===== src/rtl/clock_pkg.sv =====
// clock_pkg: shared time-digit widths, limits and increment helper for the seconds/minutes/hours stages
package clock_pkg;
  localparam int TIME_W  = 6;
  localparam int SEC_MAX = 59;
  localparam int MIN_MAX = 59;
  typedef logic [TIME_W-1:0] time_digit_t;
  function automatic time_digit_t digit_inc(input time_digit_t v, input int max);
    return (int'(v) >= max) ? '0 : v + time_digit_t'(1);
  endfunction
endpackage


===== src/rtl/seconds_counter_prescaler.sv =====
// tick_prescaler: divide-by-DIV counter giving a one-cycle wrap tick and a registered first-half square wave
module tick_prescaler #(
  parameter int DIV = 10
) (
  input  logic clk,
  input  logic rst_n,
  input  logic clr,
  output logic tick,
  output logic half
);
  localparam int W = (DIV < 2) ? 1 : $clog2(DIV);
  if (DIV < 2) begin : g_bad_div
    $error("tick_prescaler: DIV must be at least 2");
  end
  logic [W-1:0] r_cnt;
  logic         r_half;
  logic         w_wrap;
  logic [W-1:0] w_next;
  assign w_wrap = r_cnt == W'(DIV - 1);
  assign w_next = w_wrap ? '0 : r_cnt + W'(1);
  assign tick   = w_wrap;
  assign half   = r_half;
  // count the period; half only rises on a wrap so reset and clear never produce a spurious edge
  always_ff @(posedge clk or negedge rst_n)
    if (!rst_n) begin
      r_cnt  <= '0;
      r_half <= 1'b0;
    end else if (clr) begin
      r_cnt  <= '0;
      r_half <= 1'b0;
    end else begin
      r_cnt  <= w_next;
      r_half <= w_wrap ? 1'b1 : (w_next == W'(DIV / 2)) ? 1'b0 : r_half;
    end
endmodule


===== src/rtl/seconds_counter.sv =====
// seconds_counter: 0..59 seconds register driven by tick_prescaler; SECONDS_FAST_SIM_EN forces a divide-by-4 period
module seconds_counter
  import clock_pkg::*;
#(
  parameter int CLK_HZ = 50000000
) (
  input  logic       clk,
  input  logic       rst_n,
  input  logic       hold,
  input  logic       zero_sec,
  output logic [5:0] seconds,
  output logic       seconds_clk,
  output logic       tick
);
`ifdef SECONDS_FAST_SIM_EN
  localparam int DIV = 4;
`else
  localparam int DIV = CLK_HZ;
`endif
  logic        w_tick;
  logic        w_half;
  logic        r_pend;
  time_digit_t r_sec;
  tick_prescaler #(.DIV(DIV)) u_prescaler (
    .clk  (clk),
    .rst_n(rst_n),
    .clr  (zero_sec),
    .tick (w_tick),
    .half (w_half)
  );
  // delay the update one edge past the seconds_clk rise so the minutes stage samples the old value
  always_ff @(posedge clk or negedge rst_n)
    if (!rst_n) begin
      r_sec  <= '0;
      r_pend <= 1'b0;
    end else if (zero_sec) begin
      r_sec  <= '0;
      r_pend <= 1'b0;
    end else begin
      r_pend <= w_tick;
      if (r_pend && !hold) r_sec <= digit_inc(r_sec, SEC_MAX);
    end
  assign seconds     = r_sec;
  assign seconds_clk = w_half;
  assign tick        = w_tick;
endmodule


===== config.mk =====
export PLATFORM = sky130hd
export DESIGN_NAME = seconds_counter
export DESIGN_NICKNAME = d
export VERILOG_FILES = /design/src/rtl/clock_pkg.sv /design/src/rtl/seconds_counter_prescaler.sv /design/src/rtl/seconds_counter.sv
export SDC_FILE = /design/constraint.sdc
export NUM_CORES = 1
export LEC_CHECK = 0
export ABC_AREA = 1
export CORE_UTILIZATION = 54
export CTS_CLUSTER_SIZE = 40
export DETAILED_ROUTE_END_ITERATION = 12
export GPL_ROUTABILITY_DRIVEN = 1
export PLACE_DENSITY = 0.76
export SLEW_MARGIN = 20
export SYNTH_ARGS = -nofsm -noshare
export SYNTH_HDL_FRONTEND = slang
export SYNTH_SLANG_ARGS = --single-unit

===== constraint.sdc =====
create_clock -name clk -period 1.7 [get_ports clk]
set_input_delay 0.255 -clock clk [delete_from_list [all_inputs] [get_ports clk]]
set_output_delay 0.255 -clock clk [all_outputs]
set_load 0.05 [all_outputs]

==> reports/results.ini <==
[layout]
syn_to_final_growth_pct = 35.4
fill_cells = 307
final_nets = 413
finalNonFillerCells = 458
seqCellArea_um2 = 855
final_common_cell = nand2_1
fin_util_pct = 76.1
multiInputGateArea_um2 = 1280
drive_gt1_share_pct = 28.4
final_cell_mix = nand2_1 (84), nor2_1 (65), buf_4 (65)
diodes = 0

[route]
vias = 2441
drc_errors = 0
drtIter0Drc = 219
wl_per_cell_um = 14.4
drtPass1Iterations = 4
routed_via_density = 5.33
wl_um = 6610
ant_nets = 0

[power]
power_frac_seq_pct = 49.0
switching_share_pct = 23.6
power_frac_clock_pct = 44.8
p_int_w = 0.00129
p_per_area_nw_per_um2 = 558
vdd_drop_max_uv = 665
pwr-share-comb_pct = 6.2
p_leak_nw = 1.39
power_switching_w = 0.000399

[min_path]
hp-class = input pin to async pin

[outcome]
violations = negative setup slack
status = finished with violations

[placed_design]
port_buffers = 11
placed_cells = 442
dp_hpwl_um = 4800
dp_slack_ns = -0.154
gp_congestion = 0.949

[grt]
grt_pass1_wl_um = 10700
grt_max_degree = 35
track_usage_pct = 33.3
grt_antenna_before_repair = 0
grt_pass1_vias = 2439
grt-ovfl-total = 0

[floorplanning]
core_area_um2 = 3970
std_cell_rows = 23
die_w_um = 66.3
die_area_um2 = 4400
fp.dieH_um = 66.3
ios = 12
initial_core_util_pct = 56.2

[yosys]
synth_fp_nets = 340
ys_warn_count = 0
synth.cell_area_um2 = 2230
synth_area_per_cell_um2 = 6.68
ys_types = 30
synth_seq_cells = 34
synth_top_area_share_pct = 38.1
yosys.area.top_type = dfrtp_1
synthCells = 334
seq_area_frac_synth_pct = 38.1
synthTopCellsByArea = dfrtp_1 (38%), nand2_1 (14%), nor2_1 (12%), inv_1 (6.7%), nand3_1 (5.2%)

[clock_tree]
clock_latency_ns = 0.30
cts_max_level = 2
cts_buffers = 5
root_buffer = clkbuf_8
cts_tree = yes
cts_buffer_depth = 2
path_clk_slew_ns = 0.08
numClockSinks = 34

[sta]
slew_headroom_pct = 70.4
period_share_pct = 111
rsz0062_at_grt = yes
drv_slew = 0
period_needed_ns = 1.90
finClkSkew_ns = 0.0129
finalHoldViolCount = 0
worst_pin_slew_ns = 0.443
max_freq_ghz = 0.528
fin_ws_ns = -0.195
setup_violations = 4

[critical_path]
required_ns = 1.90
endpoint_kind = register
path_class = register to register
arrival_ns = 2.10
worst-path-max-fanout = 3
worst_setup_path_start_kind = register

[run]
max_cap_viol_count = 0

==> final cells by class <==
type                       count  area share, %
inverter                      44           5.59
sequential                    34           28.3
multi-input combinational    252           42.5
timing repair buffer          70           18.0
clock buffer                   5           2.28
tap                           50           2.07
clock inverter                 3           1.33
==> critical path, stage by stage (launching register included) <==
cell and delay (ns):
dfrtp_1 0.39, ha_4 0.17, nand3_4 0.09, buf_4 0.15, nor4_1 0.26, nand3_1 0.16, nand3_1 0.17, nand2_1 0.07
nor2_1 0.13, nand3_1 0.09, nand2_1 0.06, nand2_1 0.04
==> power by group through the flow <==
stage                     sequential [W]  clock (W)  combinational, W
after floorplan                 0.000852          0         0.0000402
after global placement          0.000841          0          0.000101
after detailed placement        0.000842          0          0.000103
after CTS                       0.000826   0.000762          0.000105
after global routing            0.000827   0.000796          0.000116
final                           0.000826   0.000756          0.000104
==> registers in the layout (all words and copies together) (netlist names) <==
name,flops
u_prescaler.r_cnt,26
r_pend,1
u_prescaler.half,1
seconds,6
==> Yosys cell counts <==
library cell and count:
inv_1 40, or2_1 1, nor2_4 3, nor4_1 1, buf_2 1, nor3_1 8, nor2_2 11, o21ai_1 1
nand2_2 8, nand2_1 86, nand3b_1 1, nand3_2 2, and2_1 1, ha_1 2, o22ai_1 4, o21ai_0 2
clkinv_1 2, nor2_1 69, o21bai_1 4, nand4_1 6, clkbuf_1 3, a21boi_1 1, a21oi_1 9, inv_2 2
nand3_1 23, xnor2_1 1, a31oi_1 1, dfrtp_1 34, nand2_4 1, xor2_1 6
==> per-stage QoR <==
stage                     area (um2)  setup TNS (ns)  power (W)  hold WS (ns)
after floorplan                 2260          -0.693   0.000892       -0.0406
after global placement          2790          -0.292   0.000942         0.311
after detailed placement        2790          -0.479   0.000945         0.312
after CTS                       2960          -0.383    0.00169         0.529
after global routing            3020          -0.997    0.00174         0.593
final                           3020          -0.430    0.00169         0.498
==> worst paths after layout <==
kind | from | slack [ns] | cells past startpoint | endpoint
setup / recovery | u_prescaler.r_cnt[0] | -0.20 | 11 | u_prescaler.half
hold / removal | rst_n | 0.50 | 3 | u_prescaler.r_cnt[14]
setup reg to reg | u_prescaler.r_cnt[0] | -0.20 | 11 | u_prescaler.half
hold reg to reg | seconds[0] | 0.60 | 2 | seconds[0]
max in group asynchronous | rst_n | 0.84 | 3 | u_prescaler.r_cnt[2]
min in group clk | seconds[0] | 0.60 | 2 | seconds[0]
==> metal layers <==
metal	part of all wire [%]	vias up	global-route usage [%]
li1	-	1187	-
met1	39	1107	36.5
met2	49	98	57.8
met3	5.7	49	6.03
met4	6.7	0	22.6
met5	0	-	0
==> logic make-up (layout without fill, tap and decap cells) <==
| family | count (synthesis) | count (layout) | synth area share [%] |
|---|---|---|---|
| buffers and inverters | 48 | 122 | 8.13 |
| adder cells (fa/ha/maj) | 2 | 2 | 1.12 |
| XOR/XNOR | 7 | 7 | 2.75 |
| AND/OR/NAND/NOR | 221 | 221 | 44.1 |
| AO/OA/AOI/OAI | 22 | 22 | 5.77 |
| flip-flops | 34 | 34 | 38.1 |
==> timing repair <==
item                       in CTS  in global routing
pin swaps                       8                  5
setup endpoints to repair      10                 11
resized for setup               7                 10
hold endpoints to repair       17                  0
buffers inserted                4                  3
hold buffers                    1                  0
Note: power is estimated with default switching activity, not from simulation.
